===== src/rtl/qupls_alu_issue_steer_pkg.sv =====
`default_nettype none
// ============================================================================
// Module : QuplsPkg
// Brief  : Shared types for the ALU issue steering queue.
// Rev    : 1.0
// ============================================================================
package QuplsPkg;

  typedef logic [31:0] instruction_t;

  localparam int ALU_ISSUE_DEPTH = 8;
  localparam int ALU_ISSUE_TAGW  = 6;
  localparam int ALU_ISSUE_LATW  = 4;

  typedef struct packed {
    instruction_t              instr;
    logic [ALU_ISSUE_TAGW-1:0] tag;
    logic                      alu0;
    logic [ALU_ISSUE_LATW-1:0] lat;
    logic                      v;
  } alu_issue_ent_t;

endpackage
`default_nettype wire


===== src/rtl/qupls_alu0_busy_ctr.sv =====
`default_nettype none
// ============================================================================
// Module : qupls_alu0_busy_ctr
// Brief  : Counts down the remaining ALU0 occupancy of a multi-cycle op.
// Rev    : 1.0
// ============================================================================
module qupls_alu0_busy_ctr
  import QuplsPkg::*;
#(
  parameter int LATW = ALU_ISSUE_LATW
) (
  input  logic            clk,
  input  logic            rst_n,
  input  logic            load,
  input  logic [LATW-1:0] lat,
  output logic [LATW-1:0] busy_cnt,
  output logic            busy
);

  logic [LATW-1:0] r_cnt;

  // The issue cycle itself is the first occupied cycle, so L cycles load L-1.
  always_ff @(posedge clk or negedge rst_n) begin
    if (!rst_n) begin
      r_cnt <= '0;
    end else if (load) begin
      r_cnt <= (lat == '0) ? '0 : lat - LATW'(1);
    end else if (r_cnt != '0) begin
      r_cnt <= r_cnt - LATW'(1);
    end
  end

  assign busy_cnt = r_cnt;
  assign busy     = (r_cnt != '0);

endmodule
`default_nettype wire


===== src/rtl/qupls_alu_issue_steer.sv =====
`default_nettype none
// ============================================================================
// Module : qupls_alu_issue_steer
// Brief  : In-order decoded-op queue steering up to two ops/cycle to ALU0/ALU1.
// Rev    : 1.0
// ============================================================================
module qupls_alu_issue_steer
  import QuplsPkg::*;
#(
  parameter int DEPTH = ALU_ISSUE_DEPTH,
  parameter int TAGW  = ALU_ISSUE_TAGW,
  parameter int LATW  = ALU_ISSUE_LATW
) (
  input  logic              clk,
  input  logic              rst_n,
  input  logic              flush,
  input  logic              in_valid,
  output logic              in_ready,
  input  instruction_t      in_instr,
  input  logic [TAGW-1:0]   in_tag,
  input  logic              in_alu0,
  input  logic [LATW-1:0]   in_lat,
  output logic              alu0_valid,
  output instruction_t      alu0_instr,
  output logic [TAGW-1:0]   alu0_tag,
  output logic              alu1_valid,
  output instruction_t      alu1_instr,
  output logic [TAGW-1:0]   alu1_tag,
  output logic              alu0_busy
);

  localparam int PW = $clog2(DEPTH);
  localparam int CW = PW + 1;

  alu_issue_ent_t  r_q [DEPTH];
  logic [PW-1:0]   r_rd;
  logic [PW-1:0]   r_wr;
  logic [CW-1:0]   r_count;

  logic [PW-1:0]   w_rd1;
  alu_issue_ent_t  w_h;
  alu_issue_ent_t  w_n;
  alu_issue_ent_t  w_ent;
  logic            w_hv, w_nv, w_free;
  logic            w_h0, w_h1, w_n0, w_n1;
  logic            w_push, w_load;
  logic [1:0]      w_pop;
  logic [LATW-1:0] w_lat;
  logic [LATW-1:0] w_busy_cnt;
  logic            w_busy;

  assign in_ready = (r_count != CW'(DEPTH));
  assign w_push   = in_valid && in_ready && !flush;

  assign w_ent.instr = in_instr;
  assign w_ent.tag   = in_tag;
  assign w_ent.alu0  = in_alu0;
  assign w_ent.lat   = in_lat;
  assign w_ent.v     = 1'b1;

  assign w_rd1 = r_rd + PW'(1);
  assign w_h   = r_q[r_rd];
  assign w_n   = r_q[w_rd1];
  assign w_hv  = (r_count != '0) && w_h.v;
  assign w_nv  = (r_count > CW'(1)) && w_n.v;
  assign w_free = (w_busy_cnt == '0);

  // H+1 may only ride along on whichever ALU the head left unused.
  assign w_h0 = !flush && w_hv && w_h.alu0 && w_free;
  assign w_h1 = !flush && w_hv && !w_h.alu0;
  assign w_n0 = w_h1 && w_nv && w_n.alu0 && w_free;
  assign w_n1 = w_h0 && w_nv && !w_n.alu0;

  assign w_pop  = {1'b0, (w_h0 | w_h1)} + {1'b0, (w_n0 | w_n1)};
  assign w_load = w_h0 | w_n0;
  assign w_lat  = w_h0 ? w_h.lat : w_n.lat;

  always_ff @(posedge clk) begin
    if (w_push) begin
      r_q[r_wr] <= w_ent;
    end
  end

  always_ff @(posedge clk or negedge rst_n) begin
    if (!rst_n) begin
      r_rd    <= '0;
      r_wr    <= '0;
      r_count <= '0;
    end else if (flush) begin
      r_rd    <= '0;
      r_wr    <= '0;
      r_count <= '0;
    end else begin
      r_rd    <= r_rd + PW'(w_pop);
      r_wr    <= r_wr + PW'(w_push);
      r_count <= r_count + CW'(w_push) - CW'(w_pop);
    end
  end

  always_ff @(posedge clk or negedge rst_n) begin
    if (!rst_n) begin
      alu0_valid <= 1'b0;
      alu0_instr <= '0;
      alu0_tag   <= '0;
      alu1_valid <= 1'b0;
      alu1_instr <= '0;
      alu1_tag   <= '0;
    end else begin
      alu0_valid <= w_h0 | w_n0;
      alu1_valid <= w_h1 | w_n1;
      if (w_h0) begin
        alu0_instr <= w_h.instr;
        alu0_tag   <= w_h.tag;
      end else if (w_n0) begin
        alu0_instr <= w_n.instr;
        alu0_tag   <= w_n.tag;
      end
      if (w_h1) begin
        alu1_instr <= w_h.instr;
        alu1_tag   <= w_h.tag;
      end else if (w_n1) begin
        alu1_instr <= w_n.instr;
        alu1_tag   <= w_n.tag;
      end
    end
  end

  qupls_alu0_busy_ctr #(
    .LATW (LATW)
  ) u_busy (
    .clk      (clk),
    .rst_n    (rst_n),
    .load     (w_load),
    .lat      (w_lat),
    .busy_cnt (w_busy_cnt),
    .busy     (w_busy)
  );

  assign alu0_busy = w_busy;

endmodule
`default_nettype wire


===== config.mk =====
export PLATFORM = sky130hd
export DESIGN_NAME = qupls_alu_issue_steer
export DESIGN_NICKNAME = d
export VERILOG_FILES = /design/src/rtl/qupls_alu_issue_steer_pkg.sv /design/src/rtl/qupls_alu0_busy_ctr.sv /design/src/rtl/qupls_alu_issue_steer.sv
export SDC_FILE = /design/constraint.sdc
export NUM_CORES = 1
export LEC_CHECK = 0
export ABC_CLOCK_PERIOD_IN_PS = 4640
export BUFFER_PORTS_ARGS = -buffer_cell sky130_fd_sc_hd__buf_2
export CAP_MARGIN = 5
export CORE_ASPECT_RATIO = 0.6
export CORE_MARGIN = 2
export CORE_UTILIZATION = 55
export DETAILED_ROUTE_END_ITERATION = 8
export GPL_TIMING_DRIVEN = 1
export PLACE_DENSITY_LB_ADDON = 0.25
export SETUP_SLACK_MARGIN = 0.1
export SLEW_MARGIN = 0
export SYNTH_ARGS = -nofsm -noshare
export SYNTH_HDL_FRONTEND = slang
export SYNTH_SLANG_ARGS = --single-unit

===== constraint.sdc =====
create_clock -name clk -period 4.64 [get_ports clk]
set_input_delay 0.696 -clock clk [delete_from_list [all_inputs] [get_ports clk]]
set_output_delay 0.696 -clock clk [all_outputs]
set_load 0.005 [all_outputs]

# --- After elaboration in Yosys (flattened, before gate mapping) ---
# Memory sizes are Yosys's and may differ from the RTL's.
# Cells that the tools add are included.
op_classes:
  addsub: 8
  n_eq_ne: 1
  reduce_logical: 23
  n_lt_le_gt_ge: 1
  mux: 17
  bitwise_logic: 4
ops:
  columns: ["cell", "n"]
  rows:
  - ["32-bit 2-to-1 mux", 4]
  - ["6-bit 2-to-1 mux", 4]
  - ["4-bit 2-to-1 mux", 5]
  - ["1-bit logical AND", 11]
  - ["4-bit logical NOT", 2]
  - ["4-bit nonzero test", 2]
  - ["4-bit by 1-bit subtractor with 4-bit output (second input constant)", 2]
  - ["3-bit 2-to-1 mux", 2]
  - ["2-bit nonzero test", 3]
  - ["4-bit by 1-bit adder with 4-bit output", 1]
  - ["4-bit by 1-bit > comparator with 1-bit output (second input constant)", 1]
  - ["4-bit inequality test (second input constant)", 1]
  - ["1-bit bitwise OR", 4]
  - ["4-bit by 2-bit subtractor with 4-bit output", 1]
  - ["3-bit by 1-bit adder with 3-bit output", 1]
  - ["3-bit by 1-bit adder with 3-bit output (second input constant)", 1]
  - ["3-bit by 2-bit adder with 3-bit output", 1]
  - ["1-bit logical NOT", 3]
  - ["1-bit by 1-bit adder with 2-bit output", 1]
  - ["1-bit logical AND (second input constant)", 2]
  - ["1-bit 2-to-1 mux", 2]
totals:
  inputBits: 47
  ram_bits: 344
  output_inout_bits: 80
  reg_bits: 92
  wordCells: 65
  memories: 1
memory_table:
  columns: ["memory", "depth", "word_bits", "read_ports", "rd_clocked_by_memory_dff", "wr", "line", "rtl"]
  rows:
  - ["r_q", 8, 43, 2, 0, 1, "qupls_alu_issue_steer.sv:35", "alu_issue_ent_t r_q [DEPTH];"]

# --- Depth between registers and ports, before layout ---
# Gate-level depths: netlist (run 1).
logic_depth:
  word_depth: 11
  ltp_mapped: 15
  ltp_nobuf: 13

# --- By module ---
# Synthesis (run 1) repeated with hierarchy kept, for this count alone.
hier_totals:
  hier_cells: 1203
  hier_area_um2: 19717.7
by_module_without_submodules:
  columns: ["mod", "area_per_inst_um2", "instances", "seq_area_each_um2", "cells_each"]
  rows:
  - ["qupls_alu_issue_steer", 19423.6, 1, 12532.0, 1171]
  - ["qupls_alu0_busy_ctr", 294.0, 1, 100.1, 32]

# --- Worst setup path before layout (run 1) ---
# Ideal clock, no wire load.
synth_path:
  kind: "input to register"
  from: "input port flush"
  to: "memory r_q[0][0] in the netlist's numbering, enable pin"
  t_arrival_ns: 4.005
  t_required_ns: 4.143
  setup_ns: 0.497
  path_slack_ns: 0.138
  n_path_buf: 0
  stages: 3
  path_cell_list: "and3b_1 -> nand2b_1 -> nor3_1"
synth_between:
  elab_chain_len: 4
synth_rtl:
  columns: ["element", "line", "rtl"]
  rows:
  - ["from (decl)", "qupls_alu_issue_steer.sv:16", "input logic flush,"]
  - ["1-bit logical NOT", "qupls_alu_issue_steer.sv:53", "assign w_push = in_valid && in_ready && !flush;"]
  - ["1-bit logical AND", "qupls_alu_issue_steer.sv:53", null]
  - ["1-bit 2-to-1 mux", "qupls_alu_issue_steer.sv:79", "if (w_push) begin"]
  - ["1-bit 2-to-1 mux (not written as such)", "qupls_alu_issue_steer.sv:80", "r_q[r_wr] <= w_ent;"]
  - ["to (decl)", "qupls_alu_issue_steer.sv:35", null]
# Every way passes these cells.

# --- Worst setup path in the final report (run 1) ---
layout_path:
  from: "register r_rd[1]"
  to: "register r_count[2]"
layout_between:
  elab_chain_len: 10
  elab_cells_between_ends: 17
  cone_classes: "add/sub (3); mux (1); bitwise (2); reduce/logical (10); memory (1)"
layout_rtl:
  columns: ["element", "line", "rtl"]
  rows:
  - ["from (decl)", "qupls_alu_issue_steer.sv:36", "logic [PW-1:0] r_rd;"]
  - ["from (signal assigned)", "qupls_alu_issue_steer.sv:94", "r_rd <= r_rd + PW'(w_pop);"]
  - ["memory 8 x 43 bit (*)", null, null]
  - ["1-bit logical NOT", "qupls_alu_issue_steer.sv:70", "assign w_h1 = !flush && w_hv && !w_h.alu0;"]
  - ["1-bit logical AND", "qupls_alu_issue_steer.sv:70", null]
  - ["1-bit logical AND (3 in a row)", "qupls_alu_issue_steer.sv:71", "assign w_n0 = w_h1 && w_nv && w_n.alu0 && w_free;"]
  - ["1-bit bitwise OR", "qupls_alu_issue_steer.sv:74", "assign w_pop = {1'b0, (w_h0 | w_h1)} + {1'b0, (w_n0 | w_n1)};"]
  - ["1-bit by 1-bit adder with 2-bit output (*)", "qupls_alu_issue_steer.sv:74", null]
  - ["4-bit by 2-bit subtractor with 4-bit output (*)", "qupls_alu_issue_steer.sv:96", "r_count <= r_count + CW'(w_push) - CW'(w_pop);"]
  - ["4-bit 2-to-1 mux (*)", "qupls_alu_issue_steer.sv:89", "end else if (flush) begin"]
  - ["to (signal assigned)", "qupls_alu_issue_steer.sv:96", null]
  - ["to (decl)", "qupls_alu_issue_steer.sv:38", "logic [CW-1:0] r_count;"]
# Every way passes the cells marked *; elsewhere a longest branch is shown, timed or not.
# A chain may end at the register's enable or synchronous reset.

==> summary.txt, run 1 <==
Simple-Gate Fraction of Synth Area: 0.03486
IO Port Bufs: 126
Worst Setup End Kind: flip-flop
placed cell count: 1606
Synth Net Count: 1120
most frequent CP cell: ha_1
Mapped Area: 20240 um^2
post-synthesis adder-cell area fraction: 0.01063
Final setup viols: 0
H-tree depth: 2
max-slew violations: 0
Int Pwr: 8.444 mW
Design Area, Final: 22650 um^2
Post CTS Setup Buffer Count: 0
routed length per instance: 27.54 um
CP cell instances: buf_4, nor2b_1, a2bb2oi_2, and2_4, xor2_1, nor2_1, ha_1, ha_1, inv_1, ha_1, fa_1, xnor2_1, nor2_1
Worst R2R Setup Slack: 0.79 ns
final cell count without fillers: 1685
core area: 36280 um^2
f_max: 0.2598 GHz
Worst path max stage delay: 0.77 ns
Leak: 7.534 nW
Initial DRC Count: 1199
syn avg cell area: 19.15 um^2
fraction of power spent switching nets: 0.3116
register area share after synthesis: 0.6240
status: complete, no violations
Comb pwr share: 0.335
vias in the first global route: 11340
GRT Residual Overflow: 0
Crit Path Max Fanout: 49
Critical Path AT: 4.27 ns
Detail Placement HPWL: 27720 um
hold slack: 0.2127 ns
CP Data Required Time: 5.06 ns
TritonCTS Sinks: 436
Area Overhead vs Synth: 11.89%
Hold Buf Count CTS: 0
Flop pwr share: 0.404
final core utilization: 0.6243
clock latency at the later pin of the worst-skew pair: 0.56 ns
final RePlAce weighted congestion: 0.7713
CTS root buf: clkbuf_16
maximum number of pins on one net before global-route repair: 74
Crit Path Category: reg2reg
Synth Area in Compound Gates: 0.05662
max_cap viols: 0
CTS max path bufs: 3
DP Area: 21370 um^2
clk slew on worst S/H paths: 0.07 ns
post-CTS sizing: 0
Clock Skew: 0.01916 ns
FP Rows: 54
setup TNS: 0 ns
Die Height: 152.6 um
final critical-path required period: 3.849 ns
share of cells above drive strength 1: 0.4058
Slew @ Worst Pin: 1.189 ns
RR Startpoint: r_rd[1]$_DFF_PN0_
via count: 11100
Place WS: 0.7204 ns
sw power: 3.823 mW
Final #Nets: 1236
CP max stage cell: buf_4
Hold Fails Final Rpt: 0
Post-synth top flop: edfxtp_1
cell count after synthesis: 1057
#FFs+latches synth: 436
CP Launch Type: flip-flop
Num CTS Buffers: 41
final worst slack: 0.7912 ns
drt via density: 6.589
IO Pins: 127
Pwr Total: 12.27 mW
routed wire length: 46400 um
drt pass-1 iters: 6
drc violations: 0
Final ANT Viol Nets: 0
Power Dens Cells: 541.6 nW/um^2
die width: 251.7 um
yosys synthesis warning count: 0
mux contribution to synthesized area: 0.2436
first-pass GRT wire length: 70870 um
async set-reset flop share out of synthesis: 0.2110
Worst VDD drop: 361.9 uV
CTS tree: built
Unique masters post-synth: 53
clock group share of total power: 0.261
RSZ-0062 raised after global routing: no
largest family of logic cells by synthesized area: multiplexers
Post-synth EDFFs: 344
Final period util: 0.8295
initial antenna violation count: 5
cells on worst reg2reg path: 13
Overall Global Routing Usage: 0.2465
Starting Density: 0.5579
max_slew headroom: 0.2074
xor and xnor area share after synthesis: 0.004388
worst r2r dst: r_count[2]$_DFF_PN0_
Hold Crit Class: in2async
Die Area: 38410 um^2
-- cells by family (layout without fill, tap and decap cells) --
| kind of cell | after synthesis | in the layout |
|---|---|---|
| multiplexers | 282 | 282 |
| adder cells (fa/ha/maj) | 16 | 16 |
| XOR/XNOR | 8 | 8 |
| AO/OA/AOI/OAI | 92 | 92 |
| other | 0 | 4 |
| AND/OR/NAND/NOR | 129 | 129 |
| buffers and inverters | 94 | 242 |
| flip-flops | 436 | 436 |
-- critical path: cells and delay by family, from the launching register on --
kind	cells	cell delay, ns
xor+xnor	2	0.32
fa+ha+maj	4	1.26
simple gates	4	0.53
buf+inv	2	0.81
flops	1	0.47
compound gates	1	0.32
-- cells in the mapped netlist (all sizes together), types with 7 or more instances --
| cell type | number | area, um^2 |
|---|---|---|
| o221ai | 69 | 935.9 |
| nor2 | 16 | 60.06 |
| edfxtp | 344 | 10330 |
| mux4 | 166 | 3742 |
| clkbuf | 13 | 48.80 |
| dfrtp | 92 | 2302 |
| mux2i | 106 | 1074 |
| buf | 68 | 425.4 |
| nand3 | 42 | 315.3 |
| ha | 14 | 175.2 |
| nor2b | 7 | 43.79 |
| nand2 | 47 | 176.4 |
| inv | 12 | 45.04 |
| mux2 | 10 | 116.4 |
-- placed cells by master, fill, tap and decap left out, drive strengths merged, types with 14 or more instances in the layout --
cell type / instances
dfrtp: 92
nor2: 16
clkinv: 19
clkbuf: 52
buf: 154
nand3: 42
ha: 14
nand2: 47
mux4: 166
edfxtp: 344
mux2i: 106
o221ai: 69
-- state kept, by name (all words and copies together) (netlist names) --
name             cells
alu0_instr          32
alu0_tag             6
alu0_valid           1
alu1_instr          32
alu1_tag             6
alu1_valid           1
r_count              4
r_q                344
r_rd                 3
r_wr                 3
u_busy.busy_cnt      4
-- final cells by class --
type	instances	area, um^2
inverter	13	48.80
multi-input combinational	527	7192
antenna	4	10.01
fill	2465	13630
timing repair buffer	154	893.4
tap	476	595.6
clock buffer	52	1109
sequential	436	12640
clock inverter	23	157.7
-- how the worst max path moves through the flow --
stage	startpoint	endpoint	slack (ns)
global placement	r_rd[1]$_DFF_PN0_	r_count[2]$_DFF_PN0_	0.77
finish	r_rd[1]$_DFF_PN0_	r_count[2]$_DFF_PN0_	0.79
detailed placement	r_rd[1]$_DFF_PN0_	r_count[2]$_DFF_PN0_	0.72
global route	r_rd[1]$_DFF_PN0_	r_count[2]$_DFF_PN0_	0.39
CTS	r_rd[1]$_DFF_PN0_	r_count[2]$_DFF_PN0_	0.70
floorplan	flush	r_q[0][0]$_DFFE_PP_	0.14
-- power groups by stage --
stage,Combinational (mW),Sequential [mW],Clock [mW]
floorplan,3.09,4.99,0
global placement,4.07,5.01,0
detailed placement,4.15,5.02,0
CTS,4.17,4.95,3.26
global route,4.50,5.00,3.42
finish,4.11,4.95,3.21
-- routing by layer --
metal	up-vias	share of wire	global-route usage	wire length, um
li1	4669	-	-	-
met1	5936	0.44	0.3705	20200
met2	426	0.48	0.3831	22220
met3	68	0.065	0.03963	3000
met4	4	0.021	0.06151	952
met5	-	0.00050	0	23
(Power assumes the default switching activity.)
==> run 2: changes to the inputs <==
--- a/config.mk
+++ b/config.mk
@@ -5,7 +5,8 @@
 export SDC_FILE = /design/constraint.sdc
 export NUM_CORES = 1
 export LEC_CHECK = 0
-export ABC_CLOCK_PERIOD_IN_PS = 4640
+export ABC_AREA = 1
+export ABC_CLOCK_PERIOD_IN_PS = 3300
 export BUFFER_PORTS_ARGS = -buffer_cell sky130_fd_sc_hd__buf_2
 export CAP_MARGIN = 5
 export CORE_ASPECT_RATIO = 0.6
==> constraint.sdc (replaced) <==
create_clock -name clk -period 3.3 [get_ports clk]
set_input_delay 0.495 -clock clk [delete_from_list [all_inputs] [get_ports clk]]
set_output_delay 0.495 -clock clk [all_outputs]
set_load 0.005 [all_outputs]
==> run 2 against run 1 <==
Compared with the run above:
- final area rose by 4.3%
- synthesized area rose by 5.7%
- fmax rose by 29%
- sequential share of layout area fell by 2.3 points
==> summary.txt, run 2 <==
status: complete, no violations (unchanged)
commonest non-fill, non-tap cell in the layout: nand2_1 (was edfxtp_1)
Detail Placement HPWL: 31870 um (was 27720 um)
vias in the first global route: 15820 (was 11340)
Unique masters post-synth: 35 (was 53)
Clock Skew: 0.02078 ns (was 0.01916 ns)
Power Dens Cells: 823.5 nW/um^2 (was 541.6 nW/um^2)
Final period util: 0.9047 (was 0.8295)
Num CTS Buffers: 41 (unchanged)
#FFs+latches synth: 436 (unchanged)
biggest regs: r_q: 344 flops, alu0_instr: 32 flops, alu1_instr: 32 flops (unchanged)
Die Area: 40560 um^2 (was 38410 um^2)
top cell type's share of synthesized area: 0.4826 (was 0.5103)
IO Pins: 127 (unchanged)
max-slew violations: 0 (unchanged)
CTS max path bufs: 3 (unchanged)
Initial DRC Count: 2199 (was 1199)
CTS tree: built (unchanged)
core area: 37990 um^2 (was 36280 um^2)
Leak: 9.173 nW (was 7.534 nW)
Post-synth EDFFs: 344 (unchanged)
Post-synth top flop: edfxtp_1 (unchanged)
f_max: 0.3350 GHz (was 0.2598 GHz)
cell count after synthesis: 2204 (was 1057)
Synth Net Count: 2267 (was 1120)
Crit Path Max Fanout: 13 (was 49)
maximum number of pins on one net before global-route repair: 261 (was 74)
CP Launch Type: flip-flop (unchanged)
FP Rows: 55 (was 54)
synth top area cells: edfxtp_1 (48%), dfrtp_1 (11%), nand2_1 (7.8%) (was edfxtp_1 (51%), mux4_2 (18%), dfrtp_1 (11%))
TritonCTS Sinks: 436 (unchanged)
GRT Residual Overflow: 0 (unchanged)
Final ANT Viol Nets: 0 (unchanged)
yosys synthesis warning count: 0 (unchanged)
async set-reset flop share out of synthesis: 0.2110 (unchanged)
Reg with most FFs: r_q (unchanged)
H-tree depth: 2 (unchanged)
sw power: 7.616 mW (was 3.823 mW)
Synth area leader: edfxtp_1 (unchanged)
Final #Nets: 2315 (was 1236)
Crit Path Category: reg2reg (unchanged)
Die Height: 156.8 um (was 152.6 um)
Flop pwr share: 0.355 (was 0.404)
fillers: 3015 (was 2465)
routed wire length: 59490 um (was 46400 um)
Hold Fails Final Rpt: 0 (unchanged)
clock group share of total power: 0.246 (was 0.261)
clock latency at the later pin of the worst-skew pair: 0.57 ns (was 0.56 ns)
RSZ-0062 raised after global routing: yes (was no)
DP Area: 22260 um^2 (was 21370 um^2)
fraction of power spent switching nets: 0.3914 (was 0.3116)
max reg flops: 344 (unchanged)
Area Overhead vs Synth: 10.40% (was 11.89%)
register area share after synthesis: 0.5902 (was 0.6240)
Synth top cells by count: nand2_1 (442), edfxtp_1 (344), o21ai_0 (210) (was edfxtp_1 (344), mux4_2 (165), mux2i_1 (105))
final RePlAce weighted congestion: 0.8896 (was 0.7713)
share of cells above drive strength 1: 0.1379 (was 0.4058)
CTS root buf: clkbuf_16 (unchanged)
Slew @ Worst Pin: 1.216 ns (was 1.189 ns)
drc violations: 0 (unchanged)
most frequent cells in the layout: nand2_1 (442), edfxtp_1 (344), o21ai_0 (209) (was edfxtp_1 (344), mux4_2 (165), buf_2 (125))
die width: 258.7 um (was 251.7 um)
Worst Setup End Kind: flip-flop (unchanged)
via count: 17030 (was 11100)
Int Pwr: 11.84 mW (was 8.444 mW)
drt pass-1 iters: 8 (was 6)
drt via density: 6.086 (was 6.589)
final critical-path required period: 2.986 ns (was 3.849 ns)
Hold Crit Class: in2reg (was in2async)
first-pass GRT wire length: 91260 um (was 70870 um)
IO Port Bufs: 126 (unchanged)
max_cap viols: 0 (unchanged)
syn avg cell area: 9.711 um^2 (was 19.15 um^2)
Starting Density: 0.5634 (was 0.5579)
Critical Path AT: 3.42 ns (was 4.27 ns)
CP Data Required Time: 3.73 ns (was 5.06 ns)
initial antenna violation count: 3 (was 5)
Design Area, Final: 23630 um^2 (was 22650 um^2)
Overall Global Routing Usage: 0.2937 (was 0.2465)
max_slew headroom: 0.1896 (was 0.2074)
count leader, synth: nand2_1 (was edfxtp_1)
clk slew on worst S/H paths: 0.07 ns (about the same)
Comb pwr share: 0.398 (was 0.335)
Final setup viols: 0 (unchanged)
Worst VDD drop: 1283 uV (was 361.9 uV)
Mapped Area: 21400 um^2 (was 20240 um^2)
Pwr Total: 19.46 mW (was 12.27 mW)
routed length per instance: 21.26 um (was 27.54 um)
run 2: cell count changes in the layout (fill, tap and decap cells not counted), sizes merged, moves of 75 or more:
cell	before	now
mux4	166	0
nand2	47	445
a31oi	1	76
o21ai	1	315
nand3	42	135
mux2i	106	0
inv	13	156
nor2	16	175
a21oi	3	202
run 2: critical path, stage by stage (launching register included):
cell and delay (ns):
dfrtp_4 0.51, buf_4 0.20, inv_6 0.08, nand2_1 0.06, nand3_1 0.08, nand2_1 0.06, nand2_1 0.07, nand2_2 0.12
inv_2 0.09, nand4_2 0.08, nand2_1 0.10, ha_1 0.26, ha_1 0.28, inv_1 0.04, ha_1 0.21, fa_1 0.44
o21ai_1 0.14, a21oi_1 0.05
run 2: per-stage QoR:
step / TNS [ns] / hold slack, ns / setup WS [ns] / utilization / instances
after CTS: 0 / 0.1819 / 0.1797 / 0.6217 / 2796
final: 0 / 0.1928 / 0.3145 / 0.6220 / 2798
after floorplan: -18.71 / 0.1994 / -0.1088 / - / 2204
after global routing: 0 / 0.2025 / 0.08754 / 0.6220 / 2797
after global placement: 0 / 0.4595 / 0.3162 / 0.5860 / 2720
after detailed placement: 0 / 0.4655 / 0.1672 / 0.5860 / 2720
run 2: layout make-up:
| cell class | count | area (um^2) | share of cell area |
|---|---|---|---|
| timing repair buffer | 168 | 1080 | 0.04570 |
| tap | 513 | 641.9 | 0.02716 |
| clock buffer | 64 | 1224 | 0.05179 |
| multi-input combinational | 1449 | 7330 | 0.3102 |
| antenna | 1 | 2.502 | 0.0001059 |
| clock inverter | 11 | 120.1 | 0.005083 |
| inverter | 156 | 590.6 | 0.02499 |
| sequential | 436 | 12640 | 0.5350 |
run 2: power groups by stage:
| stage | Sequential, mW | Combinational, mW | Clock [mW] |
|---|---|---|---|
| 6_report | 6.91 | 7.75 | 4.79 |
| 5_1_grt | 6.96 | 8.65 | 5.08 |
| 4_1_cts | 6.91 | 7.67 | 4.85 |
| 3_5_place_dp | 7.01 | 7.64 | 0 |
| 3_3_place_gp | 7.00 | 7.33 | 0 |
| 2_1_floorplan | 6.94 | 5.90 | 0 |
run 2: worst paths after layout:
| kind | slack [ns] | cells past startpoint | end | from |
|---|---|---|---|---|
| setup / recovery | 0.31 | 17 | r_count[2]$_DFF_PN0_ | r_rd[0]$_DFF_PN0_ |
| hold / removal | 0.19 | 1 | r_q[4][29]$_DFFE_PP_ | in_instr[18] |
| setup reg to reg | 0.31 | 17 | r_count[2]$_DFF_PN0_ | r_rd[0]$_DFF_PN0_ |
| hold reg to reg | 0.48 | 2 | alu0_instr[26]$_DFFE_PN0N_ | alu0_instr[26]$_DFFE_PN0N_ |
| max in group asynchronous | 1.91 | 3 | alu1_instr[5]$_DFFE_PN0P_ | rst_n |
| min in group asynchronous | 0.54 | 2 | r_rd[2]$_DFF_PN0_ | rst_n |
run 2: cells by family after synthesis:
| kind of cell | synth area share |
|---|---|
| AO/OA/AOI/OAI | 0.1836 |
| XOR/XNOR | 0.002339 |
| adder cells (fa/ha/maj) | 0.01006 |
| buffers and inverters | 0.07126 |
| flip-flops | 0.5902 |
| AND/OR/NAND/NOR | 0.1426 |
run 2: repair_timing:
action                                 CTS  global route
endpoints found under the hold margin    2             0
setup endpoints to repair                0            22
resized for setup                        0             2
hold buffers                             1             0
buffers inserted                         0             1
run 2: metal layers:
metal	wire length, um	vias to the layer above	share of wire	global-route usage
met3	6582	152	0.11	0.04584
met1	24900	8057	0.42	0.4295
met4	1569	2	0.026	0.09854
met5	12	-	0.00020	0
li1	-	7795	-	-
met2	26430	1022	0.44	0.4504
==> run 3: changes to the inputs <==
--- a/config.mk
+++ b/config.mk
@@ -15,6 +15,7 @@
 export DETAILED_ROUTE_END_ITERATION = 8
 export GPL_TIMING_DRIVEN = 1
 export PLACE_DENSITY_LB_ADDON = 0.25
+export RECOVER_POWER = 100
 export SETUP_SLACK_MARGIN = 0.1
 export SLEW_MARGIN = 0
 export SYNTH_ARGS = -nofsm -noshare
==> run 3 against run 2 <==
Compared with the run above:
- the run now ends with capacitance limit, slew limit left
- clock power about the same
- final area decreased by 1.7%
- count of clock-buffer cells in the layout unchanged
- via count decreased by 0.13%
- total power decreased by 1.3%
- clock skew increased by 0.00065 ns
- routed wire length increased by 0.25%
- largest power group unchanged
- highest routed layer is now met4
==> summary.txt, run 3 (synthesis gave the netlist of run 2 again) <==
Initial DRC Count: 2320 (was 2199)
Flop pwr share: 0.360 (was 0.355)
Worst VDD drop: 1291 uV (was 1283 uV)
RR Startpoint: r_count[2]$_DFF_PN0_ (was r_rd[0]$_DFF_PN0_)
f_max: 0.3245 GHz (was 0.3350 GHz)
Design Area, Final: 23230 um^2 (was 23630 um^2)
IO Port Bufs: 126 (unchanged)
final worst slack: 0.2182 ns (was 0.3145 ns)
Final ANT Viol Nets: 0 (unchanged)
Area Overhead vs Synth: 8.547% (was 10.40%)
initial antenna violation count: 2 (was 3)
Overall Global Routing Usage: 0.2937 (unchanged)
core area: 37990 um^2 (unchanged)
Place WS: 0.1672 ns (unchanged)
Hold Fails Final Rpt: 0 (unchanged)
Final #Nets: 2315 (unchanged)
drc violations: 0 (unchanged)
CTS root buf: clkbuf_16 (unchanged)
CP cell instances: inv_1, ha_1, nand2_1, nand3_1, or2_2, nor2_4, clkbuf_2 (was buf_4, inv_6, nand2_1, nand3_1, nand2_1, nand2_1, nand2_2, inv_2, nand4_2, nand2_1, ha_1, ha_1, inv_1, ha_1, fa_1, o21ai_1, a21oi_1)
drt via density: 6.076 (was 6.086)
crit path buf inv count: 2 (was 4)
Num CTS Buffers: 41 (unchanged)
die width: 258.7 um (unchanged)
max_cap viols: 5 (was 0)
TritonCTS Sinks: 436 (unchanged)
Power Dens Cells: 826.9 nW/um^2 (was 823.5 nW/um^2)
FP Rows: 55 (unchanged)
share of cells above drive strength 1: 0.08231 (was 0.1379)
max-slew violations: 220 (was 0)
delay-heaviest family, CP: buffers and inverters (was adder cells)
hold slack: 0.2112 ns (was 0.1928 ns)
routed wire length: 59640 um (was 59490 um)
IO Pins: 127 (unchanged)
H-tree depth: 2 (unchanged)
Final period util: 0.9339 (was 0.9047)
max_slew headroom: -0.1870 (was 0.1896)
final RePlAce weighted congestion: 0.8896 (unchanged)
Pwr Total: 19.21 mW (was 19.46 mW)
biggest regs: r_q: 344 flops, alu0_instr: 32 flops, alu1_instr: 32 flops (unchanged)
Slew @ Worst Pin: 1.780 ns (was 1.216 ns)
vias in the first global route: 15820 (unchanged)
Worst Setup End Kind: flip-flop (unchanged)
CTS tree: built (unchanged)
GRT Residual Overflow: 0 (unchanged)
clock group share of total power: 0.249 (was 0.246)
Worst path max stage delay: 1.25 ns (was 0.51 ns)
most frequent cells in the layout: nand2_1 (444), edfxtp_1 (344), o21ai_0 (212) (was nand2_1 (442), edfxtp_1 (344), o21ai_0 (209))
final core utilization: 0.6116 (was 0.6220)
CP Launch Type: flip-flop (unchanged)
Leak: 8.748 nW (was 9.173 nW)
CTS max path bufs: 3 (unchanged)
Final setup viols: 0 (unchanged)
first-pass GRT wire length: 91260 um (unchanged)
Starting Density: 0.5634 (unchanged)
clock latency at the later pin of the worst-skew pair: 0.57 ns (about the same)
Detail Placement HPWL: 31870 um (unchanged)
Die Height: 156.8 um (unchanged)
failing checks: capacitance limit, slew limit
maximum number of pins on one net before global-route repair: 261 (unchanged)
DP Area: 22260 um^2 (unchanged)
max reg flops: 344 (unchanged)
final critical-path required period: 3.082 ns (was 2.986 ns)
fraction of power spent switching nets: 0.3912 (was 0.3914)
via count: 17010 (was 17030)
Hold Crit Start: flush (was in_instr[18])
Comb pwr share: 0.390 (was 0.398)
Crit Path Max Fanout: 43 (was 13)
Die Area: 40560 um^2 (unchanged)
sw power: 7.515 mW (was 7.616 mW)
Hold Crit Class: in2reg (unchanged)
worst setup path startpoint: r_count[2]$_DFF_PN0_ (was r_rd[0]$_DFF_PN0_)
status: finished with violations (was complete, no violations)
RSZ-0062 raised after global routing: yes (unchanged)
routed length per instance: 21.31 um (was 21.26 um)
commonest non-fill, non-tap cell in the layout: nand2_1 (unchanged)
Reg with most FFs: r_q (unchanged)
CP max stage cell: clkbuf_2 (was dfrtp_4)
CP Data Required Time: 3.44 ns (was 3.73 ns)
Clock Skew: 0.02143 ns (was 0.02078 ns)
Critical Path AT: 3.22 ns (was 3.42 ns)
drt pass-1 iters: 6 (was 8)
Int Pwr: 11.70 mW (was 11.84 mW)
Crit Path Category: reg2reg (unchanged)
clk slew on worst S/H paths: 0.06 ns (was 0.07 ns)
==> run 3: cell types whose count changed in the layout (fill, tap and decap cells not counted), moves of 5 or more <==
cell and delta:
buf_4 -10, clkbuf_4 +5, buf_2 -88, o211ai_2 -29, o211ai_1 +29, clkbuf_2 +9, buf_12 -7, clkbuf_1 +89
==> run 3: what timing repair did <==
| item | CTS | global route |
|---|---|---|
| endpoints found under the hold margin | 2 | 0 |
| setup endpoints to repair | 0 | 22 |
| buffers inserted | 0 | 1 |
| hold buffers | 1 | 0 |
| gates resized for setup | 0 | 2 |
==> run 3: routing by layer <==
layer	GRT usage	part of all wire
met1	0.4295	0.42
met4	0.09854	0.027
met5	0	0
met2	0.4504	0.44
met3	0.04584	0.11
==> run 3: worst register-to-register path: cells and delay by family, from the launching register on <==
kind,cells,cell delay (ns)
buf+inv,2,1.32
simple gates,4,0.75
flops,1,0.32
fa+ha+maj,1,0.21
==> run 3: worst paths after layout <==
| path | endpoint | slack [ns] | cells past startpoint |
|---|---|---|---|
| min in group asynchronous | r_rd[2]$_DFF_PN0_ | 0.80 | 2 |
| max in group asynchronous | alu0_instr[23]$_DFFE_PN0N_ | 0.65 | 3 |
| min | r_count[0]$_DFF_PN0_ | 0.21 | 2 |
| max | r_q[2][4]$_DFFE_PP_ | 0.22 | 7 |
| min reg2reg | alu0_instr[26]$_DFFE_PN0N_ | 0.48 | 2 |
| max reg2reg | r_q[2][4]$_DFFE_PP_ | 0.22 | 7 |
==> run 3: area by class of cell <==
| type | instances | area [um^2] |
|---|---|---|
| diodes | 2 | 5.005 |
| clock inverters | 11 | 120.1 |
| fillers | 3099 | 14750 |
| multi-input cells | 1449 | 7162 |
| well taps | 513 | 641.9 |
| repair buffers | 168 | 848.3 |
| clock buffers | 64 | 1224 |
| flip-flops and latches | 436 | 12640 |
| inverters | 156 | 590.6 |
==> run 3: power groups by stage <==
stage | Sequential, mW | Combinational [mW] | Clock, mW
floorplan | 6.94 | 5.90 | 0
global placement | 7.00 | 7.33 | 0
detailed placement | 7.01 | 7.64 | 0
CTS | 6.91 | 7.67 | 4.85
global route | 6.98 | 8.38 | 5.08
finish | 6.93 | 7.50 | 4.79
==> run 3: through the flow <==
step	setup TNS [ns]	std cells
after floorplan	-18.71	2204
after global placement	0	2720
after detailed placement	0	2720
after CTS	0	2796
after global routing	0	2798
final	0	2799
